## config.mk

```make
export PLATFORM = sky130hd
export DESIGN_NAME = sprime_block_fetch_flat
export DESIGN_NICKNAME = d
export VERILOG_FILES = /design/src/rtl/sprime_block_fetch_if.sv /design/src/rtl/sprime_block_fetch.sv /design/src/flat_wrapper.sv
export SDC_FILE = /design/constraint.sdc
export NUM_CORES = 1
export LEC_CHECK = 0
export ABC_CLOCK_PERIOD_IN_PS = 3800
export CAP_MARGIN = 20
export CORE_MARGIN = 2
export CORE_UTILIZATION = 47
export DETAILED_ROUTE_END_ITERATION = 8
export PLACE_DENSITY = 0.88
export SLEW_MARGIN = 5
export SYNTH_ARGS = -nofsm -noshare
export SYNTH_HDL_FRONTEND = slang
export SYNTH_SLANG_ARGS = --single-unit
```

## constraint.sdc

```tcl
create_clock -name Clock -period 3.8 [get_ports Clock]
set_clock_uncertainty 0.2 [all_clocks]
set_input_delay 0.76 -clock Clock [delete_from_list [all_inputs] [get_ports Clock]]
set_output_delay 0.76 -clock Clock [all_outputs]
set_load 0.05 [all_outputs]
```

## src/rtl/sprime_block_fetch_if.sv

```systemverilog
// Bus bundle between the S' block fetcher and its surroundings: request/response
// handshake, SRAM read port and the S'-block DPRAM write port.
interface sprime_block_fetch_if;
   logic        Start;
   logic [1:0]  Plane;
   logic [5:0]  Block_col;
   logic [4:0]  Block_row;
   logic        Finish;
   logic        Busy;
   logic [17:0] SRAM_address;
   logic [15:0] SRAM_read_data;
   logic        SRAM_we_n;
   logic [6:0]  Dpram_address;
   logic [31:0] Dpram_write_data;
   logic        Dpram_we;

   modport master (
      input  Start, Plane, Block_col, Block_row, SRAM_read_data,
      output Finish, Busy, SRAM_address, SRAM_we_n,
             Dpram_address, Dpram_write_data, Dpram_we
   );

   modport slave (
      output Start, Plane, Block_col, Block_row, SRAM_read_data,
      input  Finish, Busy, SRAM_address, SRAM_we_n,
             Dpram_address, Dpram_write_data, Dpram_we
   );
endinterface

```

## src/rtl/sprime_block_fetch.sv

```systemverilog
// Fetches one 8x8 block of S' coefficients from SRAM and streams the 64 samples,
// sign-extended, into the S'-block DPRAM at one sample per cycle.
module sprime_block_fetch #(
   parameter int SPRIME_BASE = 76800,
   parameter int Y_WIDTH     = 320,
   parameter int UV_WIDTH    = 160,
   parameter int HEIGHT      = 240
) (
   input  logic Clock,
   input  logic Resetn,
   sprime_block_fetch_if.master bus
);

   localparam logic [17:0] Y_OFFSET = 18'(SPRIME_BASE);
   localparam logic [17:0] U_OFFSET = 18'(SPRIME_BASE + Y_WIDTH * HEIGHT);
   localparam logic [17:0] V_OFFSET = 18'(SPRIME_BASE + Y_WIDTH * HEIGHT + UV_WIDTH * HEIGHT);
   localparam logic [5:0]  Y_COLS   = 6'(Y_WIDTH / 8);
   localparam logic [5:0]  UV_COLS  = 6'(UV_WIDTH / 8);
   localparam logic [4:0]  ROWS     = 5'(HEIGHT / 8);

   typedef enum logic [2:0] {IDLE, LEAD_IN, STREAM, LEAD_OUT, DONE} state_t;

   state_t      state, state_next;
   logic [5:0]  phase_cnt;
   logic [5:0]  issue_idx;
   logic [5:0]  next_idx;
   logic [17:0] base_reg;
   logic [17:0] width_reg;
   logic [17:0] sram_addr;
   logic [17:0] next_addr;
   logic [6:0]  dp_addr;
   logic [17:0] start_base;
   logic [17:0] start_width;
   logic [17:0] start_offset;
   logic        start_legal;
   logic        accept;
   logic        busy;
   logic        finish;
   logic        dpram_we;

   // Decode the requested block's top-left address straight from the request inputs
   always_comb begin
      start_width  = 18'(UV_WIDTH);
      start_offset = U_OFFSET;
      start_legal  = 1'b0;
      case (bus.Plane)
         2'd0: begin
            start_width  = 18'(Y_WIDTH);
            start_offset = Y_OFFSET;
            start_legal  = bus.Block_col < Y_COLS;
         end
         2'd1: start_legal = bus.Block_col < UV_COLS;
         2'd2: begin
            start_offset = V_OFFSET;
            start_legal  = bus.Block_col < UV_COLS;
         end
         default: start_legal = 1'b0;
      endcase
      start_legal = start_legal && (bus.Block_row < ROWS);
      start_base  = start_offset + 18'({bus.Block_row, 3'b000}) * start_width
                    + 18'({bus.Block_col, 3'b000});
   end

   assign accept    = (state == IDLE) && bus.Start && start_legal;
   assign next_idx  = issue_idx + 6'd1;
   assign next_addr = base_reg + 18'(next_idx[5:3]) * width_reg + 18'(next_idx[2:0]);

   always_ff @(posedge Clock or negedge Resetn) begin
      if (!Resetn) begin
         state     <= IDLE;
         phase_cnt <= 6'd0;
      end else begin
         state     <= state_next;
         phase_cnt <= (state_next != state) ? 6'd0 : phase_cnt + 6'd1;
      end
   end

   always_comb begin
      state_next = state;
      case (state)
         IDLE:     if (accept) state_next = LEAD_IN;
         LEAD_IN:  if (phase_cnt == 6'd1) state_next = STREAM;
         STREAM:   if (phase_cnt == 6'd61) state_next = LEAD_OUT;
         LEAD_OUT: if (phase_cnt == 6'd1) state_next = DONE;
         DONE:     state_next = IDLE;
         default:  state_next = IDLE;
      endcase
   end

   always_comb begin
      busy     = (state != IDLE);
      finish   = (state == DONE);
      dpram_we = (state == STREAM) || (state == LEAD_OUT);
   end

   // Address issue runs two samples ahead of the write index to cover SRAM latency
   always_ff @(posedge Clock or negedge Resetn) begin
      if (!Resetn) begin
         base_reg  <= 18'd0;
         width_reg <= 18'd0;
         issue_idx <= 6'd0;
         sram_addr <= 18'd0;
         dp_addr   <= 7'd0;
      end else begin
         if (accept) begin
            base_reg  <= start_base;
            width_reg <= start_width;
            issue_idx <= 6'd0;
            sram_addr <= start_base;
         end else if ((state == LEAD_IN) || ((state == STREAM) && (issue_idx != 6'd63))) begin
            issue_idx <= next_idx;
            sram_addr <= next_addr;
         end
         if ((state == LEAD_IN) && (phase_cnt == 6'd1)) begin
            dp_addr <= 7'd0;
         end else if ((state == STREAM) || ((state == LEAD_OUT) && (phase_cnt == 6'd0))) begin
            dp_addr <= dp_addr + 7'd1;
         end
      end
   end

   assign bus.Finish           = finish;
   assign bus.Busy             = busy;
   assign bus.SRAM_address     = sram_addr;
   assign bus.SRAM_we_n        = 1'b1;
   assign bus.Dpram_address    = dp_addr;
   assign bus.Dpram_we         = dpram_we;
   assign bus.Dpram_write_data = dpram_we ? {{16{bus.SRAM_read_data[15]}}, bus.SRAM_read_data}
                                          : 32'd0;

endmodule

```

## src/flat_wrapper.sv

```systemverilog
// flat-port wrapper written by rule: the top's interface ports become plain ports
module sprime_block_fetch_flat 
#(
   parameter int SPRIME_BASE = 76800,
   parameter int Y_WIDTH     = 320,
   parameter int UV_WIDTH    = 160,
   parameter int HEIGHT      = 240
)
  (Clock, Resetn, bus_Start, bus_Plane, bus_Block_col, bus_Block_row, bus_SRAM_read_data, bus_Finish, bus_Busy, bus_SRAM_address, bus_SRAM_we_n, bus_Dpram_address, bus_Dpram_write_data, bus_Dpram_we);
  sprime_block_fetch_if bus_i ();
  input  logic Clock;
  input  logic Resetn;
  input wire logic [$bits(bus_i.Start)-1:0] bus_Start;
  input wire logic [$bits(bus_i.Plane)-1:0] bus_Plane;
  input wire logic [$bits(bus_i.Block_col)-1:0] bus_Block_col;
  input wire logic [$bits(bus_i.Block_row)-1:0] bus_Block_row;
  input wire logic [$bits(bus_i.SRAM_read_data)-1:0] bus_SRAM_read_data;
  output wire logic [$bits(bus_i.Finish)-1:0] bus_Finish;
  output wire logic [$bits(bus_i.Busy)-1:0] bus_Busy;
  output wire logic [$bits(bus_i.SRAM_address)-1:0] bus_SRAM_address;
  output wire logic [$bits(bus_i.SRAM_we_n)-1:0] bus_SRAM_we_n;
  output wire logic [$bits(bus_i.Dpram_address)-1:0] bus_Dpram_address;
  output wire logic [$bits(bus_i.Dpram_write_data)-1:0] bus_Dpram_write_data;
  output wire logic [$bits(bus_i.Dpram_we)-1:0] bus_Dpram_we;
  assign bus_i.Start = bus_Start;
  assign bus_i.Plane = bus_Plane;
  assign bus_i.Block_col = bus_Block_col;
  assign bus_i.Block_row = bus_Block_row;
  assign bus_i.SRAM_read_data = bus_SRAM_read_data;
  assign bus_Finish = bus_i.Finish;
  assign bus_Busy = bus_i.Busy;
  assign bus_SRAM_address = bus_i.SRAM_address;
  assign bus_SRAM_we_n = bus_i.SRAM_we_n;
  assign bus_Dpram_address = bus_i.Dpram_address;
  assign bus_Dpram_write_data = bus_i.Dpram_write_data;
  assign bus_Dpram_we = bus_i.Dpram_we;
  sprime_block_fetch #(.SPRIME_BASE(SPRIME_BASE), .Y_WIDTH(Y_WIDTH), .UV_WIDTH(UV_WIDTH), .HEIGHT(HEIGHT)) u_core (.Clock(Clock), .Resetn(Resetn), .bus(bus_i));
endmodule
```

# Yosys cells after proc, flatten, opt, wreduce, memory -nomap -nowiden
# Cells that the tools add are included.
# op_classes
n_addsub	7
n_mul	2
magnitude_cmp	3
eq_ne	10
mux	16
reduce_logical	16
# op_table
cell	n
adder 18 bit	2
2-to-1 mux 18 bit	2
one-hot mux 18 bit (2 select lines)	1
2-to-1 mux 32 bit	1
adder 18 x 3 -> 18 bit	1
adder 18 x 9 -> 18 bit	1
multiplier 3 x 18 -> 18 bit	1
2-to-1 mux 6 bit	3
multiplier 5 x 9 -> 14 bit	1
2-to-1 mux 7 bit	2
adder 6 x 1 -> 6 bit, second input constant	2
2-to-1 mux 3 bit	4
one-hot mux 3 bit (4 select lines)	1
2-to-1 mux 9 bit	1
adder 7 x 1 -> 7 bit, second input constant	1
equality test 3 x 2 -> 1 bit, second input constant	2
equality test 6 x 1 -> 1 bit, second input constant	1
equality test 6 bit, second input constant	1
logical AND 1 bit	6
logical NOT 6 bit	1
< comparator 6 x 5 -> 1 bit, second input constant	1
< comparator 6 bit, second input constant	1
!= test 6 bit, second input constant	1
< comparator 5 bit, second input constant	1
12 further kinds	15
# word_totals
regBits	76
inputBits	32
output_inout_bits	61
wordCells	61

# Logic depth before layout (Yosys ltp)
# logic_depth
word_depth	9
mapped_depth	22
depth_no_buf	21

# Least setup slack after synthesis
# Ideal clock, no wire load.
# synth_path
kind	input-to-reg
start	in bus_Plane[0]
end	reg u_core.sram_addr[15] (netlist: u_core.bus.SRAM_address[15])
setup_time_ps	134
t_arrival_ps	4407
required_ps	3466
slack_ps	-941
cell_stages	18
path_buffers	1
path_cell_list	inv_1 > ha_1 > clkbuf_1 > inv_1 > nand2_1 > o21ai_0 > ha_1 > fa_1 > inv_1 > fa_1 > xnor2_1 > ha_1 > and2_1 > a221oi_1 > o21ai_0 > xor2_1 > nand2_1 > o21ai_0
# synth_between
elab_chain_cells	6
word_cells_on_any_way	14
classes_between	2 x add/sub; 1 x mul; 2 x eq/ne; 4 x mux; 5 x reduce/logical
# synth_lines
item	line_no	text
from (decl)	flat_wrapper.sv:14	input wire logic [$bits(bus_i.Plane)-1:0] bus_Plane;
logical NOT 2 bit	sprime_block_fetch.sv:46	case (bus.Plane)
2-to-1 mux 9 bit	sprime_block_fetch.sv:46	
via u_core.start_width[6]	sprime_block_fetch.sv:33	logic [17:0] start_width;
multiplier 5 x 9 -> 14 bit	sprime_block_fetch.sv:60	start_base = start_offset + 18'({bus.Block_row, 3'b000}) * start_width
adder 18 bit	sprime_block_fetch.sv:60	
adder 18 x 9 -> 18 bit	sprime_block_fetch.sv:61	+ 18'({bus.Block_col, 3'b000});
2-to-1 mux 18 bit	sprime_block_fetch.sv:105	if (accept) begin
to (signal assigned)	sprime_block_fetch.sv:109	sram_addr <= start_base;
to (signal assigned)	sprime_block_fetch.sv:112	sram_addr <= next_addr;
to (decl)	sprime_block_fetch.sv:29	logic [17:0] sram_addr;
# The timed path passes the listed nets, and every way through them passes these cells.
# A chain may end at the register's enable or synchronous reset.

# Final worst setup path
# layout_path
start	in bus_Plane[1]
end	reg u_core.sram_addr[13] (netlist: u_core.bus.SRAM_address[13])
# The elaborated chain is that of the path after synthesis.

==> flow_summary.json <==
{
  "status": "finished with violations",
  "violations": "negative setup slack",
  "drv_slew": 0,
  "worst_slack_ns": -0.590,
  "clk_pin_slew_ns": 0.11,
  "cp-start-kind": "primary input",
  "yosys_warnings": 0,
  "critical_path_required_ns": 3.80,
  "grt_pass1_vias": 3956,
  "relSlewSlack_pct": 47.9,
  "async_flop_share_pct": 100,
  "crit_path_end_kind": "flop",
  "crit_path_start": "bus_Plane[1]",
  "overflow": 0,
  "vias": 3825,
  "leakage_nw": 2.88,
  "path_max_fanout": 3,
  "critPathTopFamily": "adder cells",
  "die_x_um": 98.4,
  "synth_most_common_cell": "nand2_1",
  "drt_iter0_drc": 219,
  "r2r_setup_slack_ns": -0.47,
  "clkLatencyLatePin_ns": 0.31,
  "path_buf_inv": 6,
  "io_buffers": 91,
  "synth_top_cell_area_share_pct": 32.2,
  "yosys-top-cells-count": "55 x nand2_1, 54 x dfrtp_1, 47 x ha_1",
  "largest_reg_flops": 18,
  "grt_first_pass_wirelength_um": 18100,
  "start_util_pct": 48.3,
  "yosysTopAreaCell": "dfrtp_1",
  "clock_path_buffers": 2,
  "die_h_um": 98.4,
  "synth_seq_cells": 54,
  "synth_area_leaders": "dfrtp_1 32%, ha_1 14%, fa_1 5.3%",
  "cts_buffers": 5,
  "r2r_start": "u_core.bus.SRAM_address[1]",
  "min_period_over_period_pct": 116,
  "avgRoutedWirePerCell_um": 16.3,
  "holdWs_ns": 0.253,
  "rows": 34,
  "die_area_mm2": 0.00969,
  "drv_cap": 0,
  "diodes": 0,
  "slowest_stage": "fa_1",
  "detail_route.vias_per_cell": 5.46,
  "syn_inst": 463,
  "drc": 0,
  "hold_buffers": 0,
  "avgSynthCellArea_um2": 9.05,
  "hold_class": "in2async",
  "crit_path_frequent_cell": "ha_4",
  "nets": 682,
  "cts_tree": "done",
  "synth_edf_count": 0,
  "first_pass_iters": 4,
  "place_congestion": 0.900,
  "routed_wl_um": 11400,
  "ys_seq_area_share_pct": 32.2,
  "hold_violations": 0,
  "core-area_mm2": 0.00868,
  "r2r-end": "u_core.bus.SRAM_address[17]",
  "dp_hpwl_um": 7870,
  "arrival_ns": 4.39,
  "pre_cts_ws_ns": -1.48,
  "peakVddDrop_mv": 0.274,
  "clock.fmax_ghz": 0.228,
  "drive_gt1_share_pct": 28.8,
  "cp.depth": 20,
  "area_delta_synth_final_pct": 45.3,
  "grt_max_degree": 33,
  "path_cells": "buf_12 > inv_12 > ha_4 > mux2i_4 > inv_2 > ha_4 > inv_2 > fa_1 > inv_2 > ha_4 > ha_4 > buf_6 > xnor2_2 > ha_1 > and2_4 > a221oi_4 > xnor2_2 > nor2_2 > a31oi_1 > o21ai_1",
  "tns_ns": -5.67,
  "cp-endpoint": "u_core.bus.SRAM_address[13]",
  "ant_nets": 0,
  "synth.distinct_cells": 46,
  "ff2ff_path_depth": 17,
  "antenna_found_initial": 0,
  "cts-root-buf": "clkbuf_8",
  "grtUsageTotal_pct": 23.0,
  "htreeDepth": 2,
  "fin_crit_ns": 4.39,
  "critPathMaxStageDelay_ns": 0.55,
  "power_density_mw_per_mm2": 433,
  "crit_type": "in2reg",
  "synth_ff_type": "dfrtp_1",
  "worst-slew-pin-transition_ns": 0.776,
  "cts.sinks": 54,
  "setup_viol": 15,
  "io_pins": 93,
  "netlist_area_mm2": 0.00419,
  "rsz0062_at_grt": "true"
}
## what timing repair did
action,CTS,global route
cloned,0,0
setup endpoints to repair,14,16
gates resized for setup,57,29
pin swaps,37,27
buffers inserted,11,6
## power breakdown
| group | total [mW] | leakage, nW | internal, mW | switching [mW] |
|---|---|---|---|---|
| clock | 0.406 | 0.0563 | 0.201 | 0.205 |
| combinational | 1.52 | 2.14 | 0.715 | 0.805 |
| sequential | 0.712 | 0.688 | 0.644 | 0.0676 |
| total | 2.64 | 2.88 | 1.56 | 1.08 |
## how the worst min path moves through the flow
stage | end | slack (ns)
2_1_floorplan | u_core.base_reg[3] | 0.25
3_3_place_gp | u_core.base_reg[4] | 0.26
3_5_place_dp | u_core.base_reg[3] | 0.27
4_1_cts | u_core.base_reg[4] | 0.27
5_1_grt | u_core.bus.Dpram_address[0] | 0.31
6_report | u_core.base_reg[4] | 0.25
## per-stage QoR
| step | instances | power, mW | utilization, % | area (um2) |
|---|---|---|---|---|
| floorplan | 466 | 1.49 | - | 4390 |
| global placement | 676 | 1.83 | 63.5 | 5510 |
| detailed placement | 676 | 1.87 | 63.5 | 5510 |
| CTS | 695 | 2.49 | 67.8 | 5890 |
| global route | 701 | 2.75 | 70.1 | 6090 |
| finish | 701 | 2.64 | 70.1 | 6090 |
## kinds of logic (layout without fill, tap and decap cells)
kind of cell	after synthesis	count (layout)	synth area share (%)
other	2	5	0.179
AO/OA/AOI/OAI	79	79	11.7
AND/OR/NAND/NOR	158	158	18.3
XOR/XNOR	39	39	8.15
multiplexers	8	8	1.97
adder cells (fa/ha/maj)	58	58	19.3
buffers and inverters	65	192	8.15
flip-flops	54	54	32.2
## layer usage
metal / track usage, % / share of wire [%] / vias up
met5: 0 / 0 / -
met4: 11.7 / 5.3 / 0
met3: 3.26 / 6.0 / 41
met2: 43.2 / 53 / 163
met1: 25.0 / 36 / 1849
li1: - / - / 1772
## worst register-to-register path: cells and delay by family (launching register included)
family,cells,cell delay [ns]
adder cells (fa/ha/maj),5,1.46
AO/OA/AOI/OAI,4,0.98
XOR/XNOR,3,0.56
flip-flops,1,0.42
AND/OR/NAND/NOR,3,0.36
buffers and inverters,2,0.25
## layout by cell type, fill, tap and decap left out, types with 6 or more instances in the layout
master / synthesis / routed
ha_1: 47 / 33
nand3_1: 9 / 7
a21o_1: 9 / 9
xor2_1: 17 / 15
xnor2_1: 22 / 16
buf_6: 2 / 7
nand2_1: 55 / 54
xnor2_2: 0 / 6
fa_1: 11 / 9
a21oi_2: 0 / 6
o21ai_2: 0 / 8
nor2b_1: 12 / 9
ha_4: 0 / 11
o21ai_0: 28 / 13
dfrtp_1: 54 / 54
o21ai_1: 0 / 7
buf_4: 21 / 71
a21oi_1: 16 / 8
nor2_1: 35 / 31
inv_2: 0 / 7
and2_1: 19 / 18
inv_1: 31 / 22
clkdlybuf4s50_1: 0 / 69
## cell type report
class / count / area (um2)
inverters: 31 / 136
repair buffers: 153 / 1380
multi-input cells: 347 / 2970
clock buffers: 5 / 68.8
clock inverters: 3 / 48.8
flip-flops and latches: 54 / 1350
well taps: 108 / 135
fillers: 584 / 2590
No activity file was read; power rests on OpenSTA's default activity.
==> RTL edit 1: new RTL, same settings <==
Re-encode `state_t` (5 states) as one-hot, 5 bits wide.
--- a/src/rtl/sprime_block_fetch.sv
+++ b/src/rtl/sprime_block_fetch.sv
@@ -20,3 +20,3 @@
 
-   typedef enum logic [2:0] {IDLE, LEAD_IN, STREAM, LEAD_OUT, DONE} state_t;
+   typedef enum logic [4:0] {IDLE = 5'b00001, LEAD_IN = 5'b00010, STREAM = 5'b00100, LEAD_OUT = 5'b01000, DONE = 5'b10000} state_t;
 
Check against the original RTL: same outputs for any inputs over 10 cycles, from zero or initial values and one cycle with Resetn low; not proved beyond that.
==> RTL edit 1 against the unedited design <==
The run still ends with setup timing left; final area rose by 6.1%; die area rose by 2.7%; setup slack got worse by 0.060 ns; area after synthesis rose by 2.8%; sequential cell count rose by 2; critical path depth did not move; wire length rose by 9.3%; total power rose by 44%; critical endpoint is now u_core.bus.SRAM_address[16]$_DFFE_PN0P_; highest routed layer unchanged.
==> RTL edit 1: results (changes against the unedited design) <==
- The fraction of layout cells with a size suffix above 1 is 33.3% (was 28.8%).
- The path depth of the worst reg2reg path is 16 (was 17).
- The worst slew margin relative to its limit is 48.6% (was 47.9%).
- Ranking of synthesized cells by instance count: 55 x sky130_fd_sc_hd__dfrtp_1, 54 x sky130_fd_sc_hd__nand2_1, 48 x sky130_fd_sc_hd__ha_1 (was 55 x sky130_fd_sc_hd__nand2_1, 54 x sky130_fd_sc_hd__dfrtp_1, 47 x sky130_fd_sc_hd__ha_1).
- The endpoint of the lowest-slack register-to-register path is u_core.bus.SRAM_address[15]$_DFFE_PN0P_ (was u_core.bus.SRAM_address[17]$_DFFE_PN0P_).
- The starting DRC count in detailed routing came to 295 (was 219).
- The reg-to-reg setup timing slack was -0.50 ns (was -0.47 ns).
- The summed instance area of the synthesized netlist is 0.00431 sq mm (was 0.00419 sq mm).
- The total half-perimeter wirelength after legalization and detailed placement is 8350 microns (was 7870 microns).
- The worst endpoint data arrival time was 4.48 ns (was 4.39 ns).
- The worst ir drop on vdd is 0.370 mV (was 0.274 mV).
- Cell types occupying the most area after synthesis: sky130_fd_sc_hd__dfrtp_1 32%, sky130_fd_sc_hd__ha_1 14%, sky130_fd_sc_hd__fa_1 5.1%, sky130_fd_sc_hd__nand2_1 4.7%, sky130_fd_sc_hd__nor2_1 3.7% (was sky130_fd_sc_hd__dfrtp_1 32%, sky130_fd_sc_hd__ha_1 14%, sky130_fd_sc_hd__fa_1 5.3%, sky130_fd_sc_hd__nand2_1 4.9%, sky130_fd_sc_hd__xnor2_1 4.6%).
- The detailed-router iteration count before antenna repair is 6 (was 4).
- The largest net degree at the start of global routing came to 36 (was 33).
- The setup violation total in the final timing report is 12 (was 15).
- The post-route setup TNS is -5.14 ns (was -5.67 ns).
- The final RePlAce weighted congestion was 0.889 (was 0.900).
- The number of vias per cell after detailed routing came to 5.57 (was 5.46).
- The routed length per placed instance is 17.3 microns (was 16.3 microns).
- The number of global-route vias before repair is 4081 (was 3956).
- The final-stage net count is 706 (was 682).
- The number of different library cells in the post-synthesis netlist is 52 (was 46).
- The largest driver fanout on the critical path is 4 (was 3).
- Result of the run: finished with violations (unchanged).
- The final-layout worst hold slack is 0.299 ns (was 0.253 ns).
- The wire length of the first global-routing pass is 18400 microns (was 18100 microns).
- The least setup slack across all paths after layout was -0.651 ns (was -0.590 ns).
- The static leakage came to 3.01 nW (was 2.88 nW).
- Failing checks: setup timing (unchanged).
-- RTL edit 1: repair_timing --
| action | in CTS | in global routing |
|---|---|---|
| setup buffers | 12 | 13 |
| pin swaps | 22 | 51 |
| gates cloned | 0 | 0 |
| hold buffers | 0 | 0 |
| gates resized for setup | 41 | 74 |
| endpoints found under the setup margin | 15 | 30 |
-- RTL edit 1: power by group through the flow --
stage,combinational [mW],sequential (mW),clock (mW)
after global routing,2.60,1.03,0.373
after CTS,2.01,0.998,0.352
final,2.44,1.01,0.348
after detailed placement,1.90,1.01,0
after floorplan,1.01,1.25,0
after global placement,1.83,0.993,0
-- RTL edit 1: kinds of logic (layout without fill, tap and decap cells) --
logic type / after synthesis / count (layout) / share of synthesized area, %
AOI/OAI and AO/OA: 89 / 89 / 13.5
xor gates and xnor gates: 32 / 32 / 6.50
adders and majority gates: 59 / 59 / 19.0
buffers and inverters: 63 / 209 / 7.46
DFF: 56 / 56 / 32.5
muxes: 9 / 9 / 2.18
other: 2 / 5 / 0.174
and+or+nand+nor: 157 / 157 / 18.6
-- RTL edit 1: area by class of cell --
cell class                      count  area, sq um
Multi-Input combinational cell    351         3170
Inverter                           32          140
Timing Repair Buffer              169         1510
Clock buffer                        5         68.8
Fill cell                         553         2350
Tap cell                          108          135
Sequential cell                    56         1400
Clock inverter                      3         27.5
-- RTL edit 1: worst max-delay path by stage --
stage / from / end / slack [ns]
3_3_place_gp: bus_Plane[1] / u_core.bus.SRAM_address[17]$_DFFE_PN0P_ / -1.30
4_1_cts: bus_Plane[0] / u_core.bus.SRAM_address[17]$_DFFE_PN0P_ / -0.55
6_report: bus_Plane[1] / u_core.bus.SRAM_address[16]$_DFFE_PN0P_ / -0.65
3_5_place_dp: bus_Plane[1] / u_core.base_reg[17]$_DFFE_PN0P_ / -1.45
5_1_grt: bus_Plane[1] / u_core.bus.SRAM_address[15]$_DFFE_PN0P_ / -0.78
2_1_floorplan: bus_Plane[1] / u_core.bus.SRAM_address[17]$_DFFE_PN0P_ / -0.23
-- RTL edit 1: per-stage QoR --
| stage | util [%] | setup WS [ns] | instance area, sq um | std cells |
|---|---|---|---|---|
| after global routing | 73.3 | -0.777 | 6460 | 724 |
| after CTS | 67.9 | -0.550 | 5980 | 712 |
| final | 73.3 | -0.651 | 6460 | 724 |
| after floorplan | - | -0.235 | 4480 | 470 |
| after global placement | 64.6 | -1.30 | 5690 | 692 |
| after detailed placement | 64.6 | -1.45 | 5690 | 692 |
-- RTL edit 1: layer usage --
layer,global-route usage (%),up-vias,share of wire (%)
met2,42.1,188,53
li1,-,1842,-
met3,3.02,40,5.7
met5,0,-,0
met4,10.3,0,3.8
met1,25.3,1962,38
==> RTL edit 2: new RTL, same settings <==
Made on the original files. `Y_WIDTH` is set to 320 in 2 places; all go to 256.
--- a/src/rtl/sprime_block_fetch.sv
+++ b/src/rtl/sprime_block_fetch.sv
@@ -4,3 +4,3 @@
    parameter int SPRIME_BASE = 76800,
-   parameter int Y_WIDTH     = 320,
+   parameter int Y_WIDTH     = 256,
    parameter int UV_WIDTH    = 160,
--- a/src/flat_wrapper.sv
+++ b/src/flat_wrapper.sv
@@ -4,3 +4,3 @@
    parameter int SPRIME_BASE = 76800,
-   parameter int Y_WIDTH     = 320,
+   parameter int Y_WIDTH     = 256,
    parameter int UV_WIDTH    = 160,
Behaviour: not the same (a bounded check fails within 4 cycles, from zero or initial values and one cycle with Resetn low).
==> RTL edit 2 against the unedited design <==
The run still ends with setup timing left; synthesized cell count is 6.7% lower; total power fell by 18%; utilization decreased by 0.65 points; area after synthesis is 2.5% lower; critical endpoint is now u_core.bus.SRAM_address[17]$_DFFE_PN0P_; final area decreased by 1.9%; wire length down 2.2%; sequential cell count unchanged; setup slack gained 0.56 ns; count of clock-buffer cells in the layout unchanged.
==> RTL edit 2: results (changes against the unedited design) <==
- The starting DRC count in detailed routing was 200 (was 219).
- The path depth of the worst reg2reg path is 15 (was 17).
- The setup violation total in the final timing report is 3 (was 15).
- The synthesized instance count was 432 (was 463).
- The internal power component is 1.32 mW (was 1.56 mW).
- The final-stage net count is 648 (was 682).
- The least setup slack across all paths after layout came to -0.0340 ns (was -0.590 ns).
- The post-CTS setup buffer count is 9 (was 11).
- The met1 wire length came to 4600 microns (was 4090 microns).
- The timing startpoint of the critical path is bus_Plane[0] (was bus_Plane[1]).
- The met1 track demand over resource is 26.5% (was 25.0%).
- Ranking of synthesized cells by instance count: 54 x sky130_fd_sc_hd__dfrtp_1, 48 x sky130_fd_sc_hd__ha_1, 39 x sky130_fd_sc_hd__nand2_1 (was 55 x sky130_fd_sc_hd__nand2_1, 54 x sky130_fd_sc_hd__dfrtp_1, 47 x sky130_fd_sc_hd__ha_1).
- The static leakage was 2.73 nW (was 2.88 nW).
- The global routing met3 resource utilization is 4.53% (was 3.26%).
- The worst-skew pair later-pin latency is 0.33 ns (was 0.31 ns).
- The power density over the cells is 362 mW/mm^2 (was 433 mW/mm^2).
- The amount of wire on met2 after detailed routing is 5690 microns (was 6060 microns).
- Cell types occupying the most area after synthesis: sky130_fd_sc_hd__dfrtp_1 33%, sky130_fd_sc_hd__ha_1 15%, sky130_fd_sc_hd__buf_4 4.0%, sky130_fd_sc_hd__and2_1 3.8%, sky130_fd_sc_hd__xnor2_1 3.6% (was sky130_fd_sc_hd__dfrtp_1 32%, sky130_fd_sc_hd__ha_1 14%, sky130_fd_sc_hd__fa_1 5.3%, sky130_fd_sc_hd__nand2_1 4.9%, sky130_fd_sc_hd__xnor2_1 4.6%).
- The detailed route wirelength on metal3 is 706 microns (was 685 microns).
- The worst stage delay on the critical path is 0.36 ns (was 0.55 ns).
- The via count is 3645 (was 3825).
- The number of global-route vias before repair is 3677 (was 3956).
- The number of different library cells in the post-synthesis netlist is 53 (was 46).
- The final-layout worst hold slack came to 0.281 ns (was 0.253 ns).
- The post-route non-filler standard cell count is 670 (was 701).
- The largest driver fanout on the critical path is 5 (was 3).
- The post-route setup TNS is -0.0753 ns (was -5.67 ns).
- Result of the run: finished with violations (unchanged).
- The number of fill cells in the layout is 574 (was 584).
- The actual slew at the worst max-slew pin is 0.810 ns (was 0.776 ns).
- Failing checks: setup timing (unchanged).
[RTL edit 2: changes by cell type after synthesis, sizes merged, moves of 3 or more]
cell	unedited run	this run
nand2	59	39
xnor2	22	17
clkbuf	8	5
and2	19	25
inv	31	12
or3	2	5
o21ai	28	24
nor3	4	10
o31ai	3	0
nor2	35	38
fa	11	7
[RTL edit 2: final cells by class]
cell class / instances / area [sq um] / area share, %
multi-input cells: 336 / 2910 / 48.8
repair buffers: 152 / 1390 / 23.2
flip-flops and latches: 54 / 1350 / 22.6
well taps: 108 / 135 / 2.26
inverters: 12 / 70.1 / 1.17
clock buffers: 5 / 68.8 / 1.15
clock inverters: 3 / 48.8 / 0.817
[RTL edit 2: cells by family after synthesis]
kind of cell,count (synthesis),share of synthesized area [%]
simple gates,156,19.5
mux,7,1.78
other cells,2,0.184
fa+ha+maj,55,18.1
compound gates,82,13.4
xor+xnor,33,7.07
flops,54,33.1
buf+inv,43,6.86
